**config.mk**
```make
export PLATFORM = sky130hd
export DESIGN_NAME = buf_scanout_flat
export DESIGN_NICKNAME = d
export VERILOG_FILES = /design/src/rtl/buf_scanout_if.sv /design/src/rtl/buf_scanout.sv /design/src/flat_wrapper.sv
export SDC_FILE = /design/constraint.sdc
export NUM_CORES = 1
export LEC_CHECK = 0
export CORE_MARGIN = 2
export CORE_UTILIZATION = 35
export DETAILED_ROUTE_END_ITERATION = 7
export DONT_BUFFER_PORTS = 1
export GPL_TIMING_DRIVEN = 0
export HOLD_SLACK_MARGIN = 0.03
export PLACE_DENSITY = 0.6
export SYNTH_ARGS = -nofsm -noshare
export SYNTH_HDL_FRONTEND = slang
export SYNTH_SLANG_ARGS = --single-unit
```
**constraint.sdc**
```tcl
create_clock -name clock -period 7.66 [get_ports clock]
set_input_delay 0.383 -clock clock [delete_from_list [all_inputs] [get_ports clock]]
set_output_delay 0.383 -clock clock [all_outputs]
set_load 0.02 [all_outputs]
```
**src/rtl/buf_scanout_if.sv**
```systemverilog
// rtl/buf_scanout_if.sv - frame buffer read port and display pixel bus for buf_scanout
interface buf_scanout_if #(
    parameter int ADDR_W = 20
);
    logic [ADDR_W-1:0] addr_read;
    logic              RE;
    logic [7:0]        din00;
    logic [7:0]        din01;
    logic [7:0]        din02;
    logic [7:0]        pix_b;
    logic [7:0]        pix_g;
    logic [7:0]        pix_r;
    logic              pix_valid;
    logic              hsync;
    logic              vsync;

    modport master (
        output addr_read, RE, pix_b, pix_g, pix_r, pix_valid, hsync, vsync,
        input  din00, din01, din02
    );

    modport slave (
        input  addr_read, RE, pix_b, pix_g, pix_r, pix_valid, hsync, vsync,
        output din00, din01, din02
    );
endinterface

```
**src/rtl/buf_scanout.sv**
```systemverilog
// rtl/buf_scanout.sv - raster-order frame buffer scan-out with latency-aligned syncs
module buf_scanout #(
    parameter int H_ACTIVE = 10,
    parameter int V_ACTIVE = 10,
    parameter int H_BLANK  = 2,
    parameter int V_BLANK  = 1,
    parameter int ADDR_W   = 20
) (
    input  logic          clock,
    input  logic          reset,
    input  logic          enable,
    buf_scanout_if.master bus,
    output logic          frame_done,
    output logic          busy
);
    localparam int VB_LEN  = V_BLANK * (H_ACTIVE + H_BLANK);
    localparam int CNT_MAX = (VB_LEN > H_ACTIVE) ? ((VB_LEN > H_BLANK) ? VB_LEN : H_BLANK)
                                                 : ((H_ACTIVE > H_BLANK) ? H_ACTIVE : H_BLANK);
    localparam int CNT_W   = $clog2(CNT_MAX + 1);
    localparam int VCNT_W  = $clog2(V_ACTIVE + 1);

    typedef enum logic [1:0] {IDLE, ACTIVE, HBLANK, VBLANK} state_t;

    state_t              state;
    logic [CNT_W-1:0]    hcnt;
    logic [VCNT_W-1:0]   vcnt;
    logic [ADDR_W-1:0]   addr_q;
    logic                re_q;

    logic                re_d1;
    logic                hb_d1;
    logic                vb_d1;
    logic [7:0]          pix_b_q;
    logic [7:0]          pix_g_q;
    logic [7:0]          pix_r_q;
    logic                pix_valid_q;
    logic                hsync_q;
    logic                vsync_q;
    logic                frame_done_q;

    // Raster walker: the address is a running counter that only moves on pixel
    // cycles, so it holds through blanking and tops out at the last pixel.
    always_ff @(posedge clock) begin
        if (reset) begin
            state  <= IDLE;
            hcnt   <= '0;
            vcnt   <= '0;
            addr_q <= '0;
            re_q   <= 1'b0;
            busy   <= 1'b0;
        end else begin
            case (state)
                IDLE: begin
                    if (enable) begin
                        state  <= ACTIVE;
                        hcnt   <= '0;
                        vcnt   <= '0;
                        addr_q <= '0;
                        re_q   <= 1'b1;
                    end
                end
                ACTIVE: begin
                    if (hcnt == CNT_W'(H_ACTIVE - 1)) begin
                        state <= HBLANK;
                        hcnt  <= '0;
                        re_q  <= 1'b0;
                    end else begin
                        hcnt   <= hcnt + CNT_W'(1);
                        addr_q <= addr_q + ADDR_W'(1);
                    end
                end
                HBLANK: begin
                    if (hcnt == CNT_W'(H_BLANK - 1)) begin
                        hcnt <= '0;
                        if (vcnt < VCNT_W'(V_ACTIVE - 1)) begin
                            state  <= ACTIVE;
                            vcnt   <= vcnt + VCNT_W'(1);
                            addr_q <= addr_q + ADDR_W'(1);
                            re_q   <= 1'b1;
                        end else begin
                            state <= VBLANK;
                        end
                    end else begin
                        hcnt <= hcnt + CNT_W'(1);
                    end
                end
                VBLANK: begin
                    if (hcnt == CNT_W'(VB_LEN - 1)) begin
                        hcnt <= '0;
                        vcnt <= '0;
                        if (enable) begin
                            state  <= ACTIVE;
                            addr_q <= '0;
                            re_q   <= 1'b1;
                        end else begin
                            state <= IDLE;
                        end
                    end else begin
                        hcnt <= hcnt + CNT_W'(1);
                    end
                end
                default: begin
                    state <= IDLE;
                    re_q  <= 1'b0;
                end
            endcase

            // busy covers the frame until its done pulse has left the pipeline
            if (state == IDLE && enable)
                busy <= 1'b1;
            else if (frame_done_q && state == IDLE)
                busy <= 1'b0;
        end
    end

    // Two-stage alignment: stage 1 matches the buffer's registered read,
    // stage 2 captures the read data; syncs ride the same two stages.
    always_ff @(posedge clock) begin
        if (reset) begin
            re_d1        <= 1'b0;
            hb_d1        <= 1'b0;
            vb_d1        <= 1'b0;
            pix_b_q      <= '0;
            pix_g_q      <= '0;
            pix_r_q      <= '0;
            pix_valid_q  <= 1'b0;
            hsync_q      <= 1'b0;
            vsync_q      <= 1'b0;
            frame_done_q <= 1'b0;
        end else begin
            re_d1       <= re_q;
            hb_d1       <= (state == HBLANK);
            vb_d1       <= (state == VBLANK);
            pix_valid_q <= re_d1;
            hsync_q     <= hb_d1;
            vsync_q     <= vb_d1;
            if (re_d1) begin
                pix_b_q <= bus.din00;
                pix_g_q <= bus.din01;
                pix_r_q <= bus.din02;
            end else begin
                pix_b_q <= '0;
                pix_g_q <= '0;
                pix_r_q <= '0;
            end
            // high in the last cycle of the delayed vsync window
            frame_done_q <= vb_d1 && (state != VBLANK);
        end
    end

    assign bus.addr_read = addr_q;
    assign bus.RE        = re_q;
    assign bus.pix_b     = pix_b_q;
    assign bus.pix_g     = pix_g_q;
    assign bus.pix_r     = pix_r_q;
    assign bus.pix_valid = pix_valid_q;
    assign bus.hsync     = hsync_q;
    assign bus.vsync     = vsync_q;
    assign frame_done    = frame_done_q;
endmodule

```
**src/flat_wrapper.sv**
```systemverilog
// flat-port wrapper written by rule: the top's interface ports become plain ports
module buf_scanout_flat 
#(
    parameter int H_ACTIVE = 10,
    parameter int V_ACTIVE = 10,
    parameter int H_BLANK  = 2,
    parameter int V_BLANK  = 1,
    parameter int ADDR_W   = 20
)
  (clock, reset, enable, frame_done, busy, bus_addr_read, bus_RE, bus_pix_b, bus_pix_g, bus_pix_r, bus_pix_valid, bus_hsync, bus_vsync, bus_din00, bus_din01, bus_din02);
  buf_scanout_if #(.ADDR_W(ADDR_W)) bus_i ();
  input  logic clock;
  input  logic reset;
  input  logic enable;
  output logic frame_done;
  output logic busy;
  output wire logic [$bits(bus_i.addr_read)-1:0] bus_addr_read;
  output wire logic [$bits(bus_i.RE)-1:0] bus_RE;
  output wire logic [$bits(bus_i.pix_b)-1:0] bus_pix_b;
  output wire logic [$bits(bus_i.pix_g)-1:0] bus_pix_g;
  output wire logic [$bits(bus_i.pix_r)-1:0] bus_pix_r;
  output wire logic [$bits(bus_i.pix_valid)-1:0] bus_pix_valid;
  output wire logic [$bits(bus_i.hsync)-1:0] bus_hsync;
  output wire logic [$bits(bus_i.vsync)-1:0] bus_vsync;
  input wire logic [$bits(bus_i.din00)-1:0] bus_din00;
  input wire logic [$bits(bus_i.din01)-1:0] bus_din01;
  input wire logic [$bits(bus_i.din02)-1:0] bus_din02;
  assign bus_addr_read = bus_i.addr_read;
  assign bus_RE = bus_i.RE;
  assign bus_pix_b = bus_i.pix_b;
  assign bus_pix_g = bus_i.pix_g;
  assign bus_pix_r = bus_i.pix_r;
  assign bus_pix_valid = bus_i.pix_valid;
  assign bus_hsync = bus_i.hsync;
  assign bus_vsync = bus_i.vsync;
  assign bus_i.din00 = bus_din00;
  assign bus_i.din01 = bus_din01;
  assign bus_i.din02 = bus_din02;
  buf_scanout #(.H_ACTIVE(H_ACTIVE), .V_ACTIVE(V_ACTIVE), .H_BLANK(H_BLANK), .V_BLANK(V_BLANK), .ADDR_W(ADDR_W)) u_core (.clock(clock), .reset(reset), .enable(enable), .bus(bus_i), .frame_done(frame_done), .busy(busy));
endmodule
```
==> results of run 1 <==
power groups by stage:
stage	Combinational [mW]	Sequential (mW)	Clock, mW
after global placement	0.194	0.398	0
after global routing	0.222	0.394	0.310
after floorplan	0.153	0.391	0
after CTS	0.197	0.391	0.298
after detailed placement	0.196	0.399	0
final	0.197	0.391	0.292
cell usage after synthesis, types with 4 or more instances:
library cell and n:
clkbuf_1 10, nor3_1 4, nor4_1 8, and2_1 25
o21ai_0 7, nand3_1 10, dfxtp_1 63, xnor2_1 8
or3_1 9, nand4_1 4, a21oi_1 13, nand2_1 14
nor2_1 18, inv_1 10, nor2b_1 8, ha_1 10
cell type report:
type                            count  area, µm²  area share [%]
Inverter                           10       37.5            1.32
Buffer                             11       42.5            1.49
Clock buffer                       12        155            5.45
Tap cell                           96        120            4.22
Clock inverter                      3       42.5            1.49
Multi-Input combinational cell    182       1190            41.7
Sequential cell                    63       1260            44.3
state kept, by name, summed over array words and instances, names as in the netlist, 2 cells and up:
register and count:
u_core.vcnt 4, u_core.bus.pix_b 8, u_core.hcnt 4, u_core.state 2, u_core.bus.pix_r 8, u_core.bus.addr_read 20
u_core.bus.pix_g 8
path summary, 6_finish.rpt:
check             startpoint                  end  slack, ps  cells past startpoint
min             bus_din01[6]  u_core.bus.pix_g[6]        160                      1
min reg2reg     u_core.hb_d1     u_core.bus.hsync        450                      1
max          u_core.state[0]      u_core.state[0]       4900                      8
max reg2reg  u_core.state[0]      u_core.state[0]       4900                      8
logic make-up after synthesis:
logic type	Yosys count	synth area share [%]
simple gates	119	27.0
flops	63	49.9
compound gates	40	10.5
buf+inv	21	3.17
xor+xnor	11	3.81
fa+ha+maj	10	4.95
mux	2	0.791
per-layer routing:
metal | share of wire, % | wire (µm) | vias to the layer above
met5 | 0 | 0 | -
met4 | 2.0 | 106 | 0
met3 | 8.6 | 466 | 10
met2 | 45 | 2430 | 69
met1 | 45 | 2420 | 895
li1 | - | - | 950
==> out/summary.log, run 1 <==
INFO  synth          ys_dominant_reg_cell=dfxtp_1
INFO  power          pwr-share-clk=33.2%
INFO  clocking       cts_hold_repair.buffers=0
INFO  power          total_power=0.879mW
INFO  clocking       clkTransAtPathRegs=70ps
INFO  clocking       clock_latency_reported_for_the_late_side_of_the_worst_skew_pair=340ps
INFO  synth          synth.ff_latch_count=63
INFO  final_layout   mostFrequentLayoutCell=dfxtp_1
INFO  critical_path  critical-path-slowest-cell=a211oi_1
INFO  timing         setup_violations=0
INFO  place          io_buffer_count=0
INFO  final_layout   syn_to_final_growth=12.6%
INFO  floorplanning  die_width=89.0µm
INFO  grt            number_of_antenna_violations_at_the_first_check_in_global_routing=0
INFO  critical_path  worst_ep_required_time=7900ps
INFO  place          pre_cts_slack=4990ps
INFO  drt            number_of_routed_nets_with_antenna_violations=0
INFO  synth          synth-edff-count=0
INFO  min_path       min_path_type=input pin to flop
INFO  drt            drc=0
INFO  power          leakage=0.977nW
INFO  grt            use_met3=5.91%
INFO  critical_path  critical_path.max_stage_delay=620ps
INFO  final_layout   design_area=2850µm²
INFO  synth          postSynthNetCount=303
INFO  synth          synth_cells=266
INFO  timing         tightest_pin_transition=703ps
INFO  synth          yosys-top-cells-area=dfxtp_1 (50%), and2_1 (6.2%), ha_1 (4.9%)
INFO  clocking       cts_tree=built
INFO  grt            grtUsageTotal=13.7%
INFO  final_layout   finish.utilization=41.2%
INFO  timing         hold-worst-slack=163ps
INFO  final_layout   nets=314
INFO  power          switching_share=32.7%
INFO  power          power_density=309nW/µm²
INFO  outcome        outcome=completed
INFO  power          power_report.internal_total=0.592mW
INFO  drt            final_routed_wirelength_across_all_metal_layers=5420µm
INFO  drt            num_vias=1924
INFO  power          power_frac_comb=22.4%
INFO  synth          yosysWarnings=0
INFO  grt            global_route.usage.met1=17.3%
INFO  place          detailed_place_hpwl=3910µm
INFO  grt            vias_in_the_first_global_route=1737
INFO  clocking       post-cts-setup-buffer-count=0
INFO  synth          synthArstFlopShare=0%
INFO  grt            globalRoute.totalOverflow=0
INFO  drt            drt-vias-per-instance=5.10
INFO  grt            grtUsageMet2=19.9%
INFO  critical_path  critPathKind=flop to flop
INFO  critical_path  cp_max_fo=10
INFO  final_layout   finish.cell_count_without_fillers=377
INFO  drt            route.detailed.wl_per_inst=14.4µm
INFO  timing         final.setup.tns=0ps
INFO  drt            drtPass1Iterations=4
INFO  drt            drtIter0Drc=80
INFO  grt            grt_start_max_net_pins=11
INFO  clocking       root_buffer=clkbuf_8
INFO  timing         layout_setup_ws=4900ps
INFO  final_layout   ant_diodes=0
INFO  floorplanning  initial_core_util=36.6%
INFO  critical_path  cp_top_family=compound AO/OA/AOI/OAI gates
INFO  critical_path  cp.arrival=3000ps
INFO  timing         slew_viol_final=0
INFO  synth          ys_seq_area_share=49.9%
INFO  timing         setup_repair_after_global_routing_missed_its_margin=no
INFO  floorplanning  die_area=7920µm²
INFO  timing         relSlewSlack=53.1%
INFO  clocking       cts_repair_resize_count=0
INFO  power          power_switching=0.287mW
INFO  clocking       clock_tree_sinks=63
INFO  critical_path  critical_path_buffer_and_inverter_count=2
INFO  floorplanning  placementRows=30
INFO  final_layout   mostFrequentLayoutCells=dfxtp_1 (63), and2_1 (25), nor2_1 (18), nand2_1 (14), a21oi_1 (13)
INFO  power          power_frac_seq=44.4%
INFO  synth          syn_avg_cell_area=9.51µm²
INFO  critical_path  endpoint_kind=flop
INFO  clocking       cts_inserted_buffers=9
INFO  critical_path  cp_cell_sequence=inv_1 -> ha_1 -> nand4bb_1 -> and3_4 -> clkbuf_1 -> a211oi_1 -> o21ai_0 -> a221oi_1
INFO  power          power.ir.vdd_worst=0.000121V
INFO  clocking       h-tree-depth=3
INFO  synth          netlist_area=2530µm²
INFO  timing         hold_viol=0
INFO  place          place_inst=362
INFO  run            max_cap_violations=0
INFO  timing         timing.fmax=363MHz
INFO  floorplanning  die_y=89.0µm
INFO  final_layout   final_layout_size_suffix_gt1_share=7.83%
INFO  timing         setup_clock_skew_after_layout=8.14ps
INFO  place          globalplace.congestion=0.774
INFO  final_layout   fillers=712
INFO  floorplanning  ports=77
INFO  timing         finalCritPeriodShare=36.0%
INFO  floorplanning  core=6910µm²
INFO  grt            grt_most_used_layer=met2
INFO  synth          synth_cell_type_count=42
INFO  grt            grt_first_pass_wirelength=8220µm
INFO  clocking       cts_buffer_depth=2
INFO  critical_path  timing.critical_path.from_type=flop
INFO  synth          synth_largest_type_area_fraction=49.9%
INFO  synth          synth.largest_area_cell=dfxtp_1
INFO  timing         timing.final.crit_period=2760ps
INFO  place          placement.cell_area=2650µm²
Note: power is estimated with default switching activity, not from simulation.
==> run 2: changes to the inputs <==
--- a/config.mk
+++ b/config.mk
@@ -5,13 +5,14 @@
 export SDC_FILE = /design/constraint.sdc
 export NUM_CORES = 1
 export LEC_CHECK = 0
+export ABC_AREA = 1
 export CORE_MARGIN = 2
 export CORE_UTILIZATION = 35
 export DETAILED_ROUTE_END_ITERATION = 7
 export DONT_BUFFER_PORTS = 1
 export GPL_TIMING_DRIVEN = 0
 export HOLD_SLACK_MARGIN = 0.03
-export PLACE_DENSITY = 0.6
+export PLACE_DENSITY = 0.62
 export SYNTH_ARGS = -nofsm -noshare
 export SYNTH_HDL_FRONTEND = slang
 export SYNTH_SLANG_ARGS = --single-unit
==> constraint.sdc (replaced) <==
create_clock -name clock -period 2.5 [get_ports clock]
set_input_delay 0.125 -clock clock [delete_from_list [all_inputs] [get_ports clock]]
set_output_delay 0.125 -clock clock [all_outputs]
set_load 0.02 [all_outputs]
==> run 2 against run 1 <==
Compared with the run above:
- worst hold slack lost 56 ps
- via count increased by 19%
- critical path depth up 2
- total power grew to 3.3 times the previous value
- combinational power rose to 3.8 times the previous value
- setup slack worse by 4300 ps
- clock power increased to 3.3 times the previous value
- wire length increased by 11%
- core utilization rose by 2.3 points
- clock skew fell by 2.7 ps
- sequential power rose to 3.1 times the previous value
- largest cell class unchanged
- largest power group unchanged
- highest routed layer unchanged
==> out/summary.log, run 2 <==
INFO  place          pre_cts_slack=612ps [-4380 ps]
INFO  clocking       root_buffer=clkbuf_8
INFO  timing         finalCritPeriodShare=75.9% [+40 points]
INFO  clocking       cts_buffer_depth=2 [unchanged]
INFO  floorplanning  die_area=8460µm² [+6.7%]
INFO  critical_path  cp_cell_sequence=inv_1 -> ha_1 -> inv_1 -> nand2_1 -> nand3_2 -> nor2_4 -> buf_6 -> nand3_1 -> nand2_1 -> nor2_1
INFO  grt            globalRoute.totalOverflow=0 [unchanged]
INFO  critical_path  crit_cells=10 [+2]
INFO  power          leakage=1.41nW [+44%]
INFO  synth          ys_top_cells_by_count=nand2_1 (76), dfxtp_1 (63), nor2_1 (62)
INFO  min_path       min_delay_path_depth=4 [+3]
INFO  critical_path  critical_path_buffer_and_inverter_count=3 [+1]
INFO  synth          ys_seq_area_share=46.6% [-3.3 points]
INFO  timing         tightest_pin_transition=495ps [-208 ps]
INFO  outcome        outcome=completed
INFO  critical_path  cp_max_fo=10 [unchanged]
INFO  clocking       cts_tree=built
INFO  floorplanning  die_y=92.0µm [+3.3%]
INFO  grt            grt_first_pass_wirelength=9750µm [+19%]
INFO  critical_path  critical-path-slowest-cell=dfxtp_1
INFO  final_layout   ant_diodes=0 [unchanged]
INFO  critical_path  timing.critical_path.from_type=flop
INFO  final_layout   mostFrequentLayoutCells=nand2_1 (76), dfxtp_1 (63), nor2_1 (62), inv_1 (53), dlygate4sd3_1 (26)
INFO  floorplanning  initial_core_util=35.6% [-1.0 points]
INFO  timing         final.setup.tns=0ps [unchanged]
INFO  synth          yosys-top-cells-area=dfxtp_1 (47%), nand2_1 (11%), nor2_1 (8.6%)
INFO  drt            drtIter0Drc=81 [+1.3%]
INFO  drt            drc=0 [unchanged]
INFO  final_layout   mostFrequentLayoutCell=nand2_1
INFO  critical_path  critPathKind=flop to flop
INFO  final_layout   multi_input_area=1190µm² [+0.21%]
INFO  clocking       clock_tree_sinks=63 [unchanged]
INFO  critical_path  cp.arrival=2130ps [-870 ps]
INFO  synth          synthArstFlopShare=0% [unchanged]
INFO  synth          synth.ff_latch_count=63 [unchanged]
INFO  clocking       post-cts-setup-buffer-count=0 [unchanged]
INFO  timing         timing.fmax=527MHz [+45%]
INFO  critical_path  worst_ep_required_time=2730ps [-5170 ps]
INFO  place          io_buffer_count=0 [unchanged]
INFO  timing         setup_repair_after_global_routing_missed_its_margin=no
INFO  drt            num_vias=2290 [+19%]
INFO  floorplanning  placementRows=32 [+6.7%]
INFO  critical_path  critical_path.max_stage_delay=420ps [-200 ps]
INFO  clocking       cts_hold_repair.buffers=26 [+26]
INFO  clocking       clock_latency_reported_for_the_late_side_of_the_worst_skew_pair=340ps [about the same]
INFO  timing         hold_viol=0 [unchanged]
INFO  floorplanning  die_width=92.0µm [+3.3%]
INFO  critical_path  cp_top_family=simple AND/OR/NAND/NOR gates
INFO  timing         relSlewSlack=67.0% [+14 points]
INFO  timing         timing.final.crit_period=1900ps [-860 ps]
INFO  drt            final_routed_wirelength_across_all_metal_layers=6020µm [+11%]
INFO  timing         hold-worst-slack=107ps [-55.6 ps]
INFO  floorplanning  core=7610µm² [+10%]
INFO  synth          postSynthNetCount=396 [+31%]
INFO  place          detailed_place_hpwl=4080µm [+4.5%]
INFO  grt            grtUsageTotal=14.7% [+1.0 points]
INFO  drt            drtPass1Iterations=6 [+2]
INFO  synth          synth.largest_area_cell=dfxtp_1
INFO  synth          synth_cells=359 [+35%]
INFO  synth          yosysWarnings=0 [unchanged]
INFO  place          placement.cell_area=2840µm² [+7.0%]
INFO  final_layout   final_layout_size_suffix_gt1_share=9.73% [+1.9 points]
INFO  min_path       min_path_type=input pin to flop
INFO  power          total_power=2.93mW [+230%]
INFO  clocking       h-tree-depth=3 [unchanged]
INFO  power          power.ir.vdd_worst=0.000251V [+110%]
INFO  clocking       cts_repair_resize_count=0 [unchanged]
INFO  critical_path  timing.reg2reg.worst_path_depth=10 [+2]
INFO  synth          netlist_area=2710µm² [+7.1%]
INFO  synth          synth-edff-count=0 [unchanged]
INFO  final_layout   syn_to_final_growth=22.1%
INFO  grt            vias_in_the_first_global_route=2086 [+20%]
INFO  place          globalplace.congestion=0.817 [+5.6%]
INFO  floorplanning  ports=77 [unchanged]
INFO  clocking       clkTransAtPathRegs=70ps [about the same]
INFO  final_layout   largest_register_ff_count=20 [unchanged]
INFO  grt            number_of_antenna_violations_at_the_first_check_in_global_routing=0 [unchanged]
INFO  run            max_cap_violations=0 [unchanged]
INFO  final_layout   design_area=3310µm² [+16%]
INFO  final_layout   regArea=1260µm² [unchanged]
INFO  drt            drt-vias-per-instance=4.55 [-11%]
INFO  drt            route.detailed.wl_per_inst=12.0µm [-17%]
INFO  synth          ys_dominant_reg_cell=dfxtp_1
INFO  timing         setup_violations=0 [unchanged]
INFO  timing         setup_clock_skew_after_layout=5.49ps [-2.65 ps]
INFO  synth          post-synth-top-count-cell=nand2_1
INFO  final_layout   fillers=774 [+8.7%]
INFO  synth          synth_largest_type_area_fraction=46.6% [-3.3 points]
INFO  synth          syn_avg_cell_area=7.55µm² [-21%]
INFO  clocking       cts_inserted_buffers=9 [unchanged]
INFO  grt            grt_start_max_net_pins=12 [+1]
INFO  critical_path  endpoint_kind=flop
INFO  timing         layout_setup_ws=601ps [-4300 ps]
INFO  timing         slew_viol_final=0 [unchanged]
INFO  final_layout   nets=433 [+38%]
INFO  synth          synth_cell_type_count=31 [-26%]
INFO  drt            number_of_routed_nets_with_antenna_violations=0 [unchanged]
INFO  power          power_density=886nW/µm² [+190%]
run 2: cell count changes in the layout (fill, tap and decap cells not counted), moves of 7 or more:
cell           before  now
nand2_1            14   76
nor2_1             18   62
inv_1              10   53
dlygate4sd3_1       0   26
and2_1             25    0
or3_1               9    0
nor2b_1             8    0
nor4_1              8    0
a21oi_1            13   20
clkbuf_1           11    4
run 2: layout make-up:
| class | count | area share, % |
|---|---|---|
| sequential | 63 | 38.1 |
| inverter | 55 | 6.24 |
| tap | 102 | 3.86 |
| clock buffer | 10 | 3.86 |
| buffer | 7 | 1.51 |
| clock inverter | 6 | 2.53 |
| timing repair buffer | 26 | 7.87 |
| multi-input combinational | 234 | 36.0 |
run 2: cells by family (layout without fill, tap and decap cells):
group                    count (synthesis)  count (layout)  synth area share, %
AO/OA/AOI/OAI                           34              34                 7.67
XOR/XNOR                                 4               4                 1.29
adder cells (fa/ha/maj)                 10              10                 4.62
buffers and inverters                   62             104                 9.47
flip-flops                              63              63                 46.6
AND/OR/NAND/NOR                        186             186                 30.4
run 2: worst paths after layout:
check                  start                        to  slack (ps)
min                   enable           u_core.state[0]         110
min reg2reg     u_core.hb_d1          u_core.bus.hsync         410
max reg2reg  u_core.state[0]  u_core.bus.addr_read[19]         600
max          u_core.state[0]  u_core.bus.addr_read[19]         600
run 2: tightest hold or removal path, stage by stage:
cell,delay (ps)
inv_1,80
o21ai_0,90
nand2_1,50
a21oi_1,50
run 2: per-stage QoR:
step	cells	utilization, %
global route	503	43.5
detailed placement	461	37.3
global placement	461	37.3
finish	503	43.5
floorplan	359	-
CTS	503	43.5
run 2: layer usage:
metal  share of wire [%]  wire length (µm)  vias up  track usage [%]
met4                 3.3               197        0             7.96
met2                  48              2920       60             24.3
li1                    -                 -     1188                -
met1                  42              2560     1022             16.7
met3                 5.7               346       20             5.09
met5                   0                 0        -                0
run 2: where the power goes:
group          switching (mW)  leakage, nW  internal, mW
clock network           0.411        0.110         0.560
registers               0.126        0.510          1.09
logic                   0.488        0.789         0.261
total                    1.02         1.41          1.91
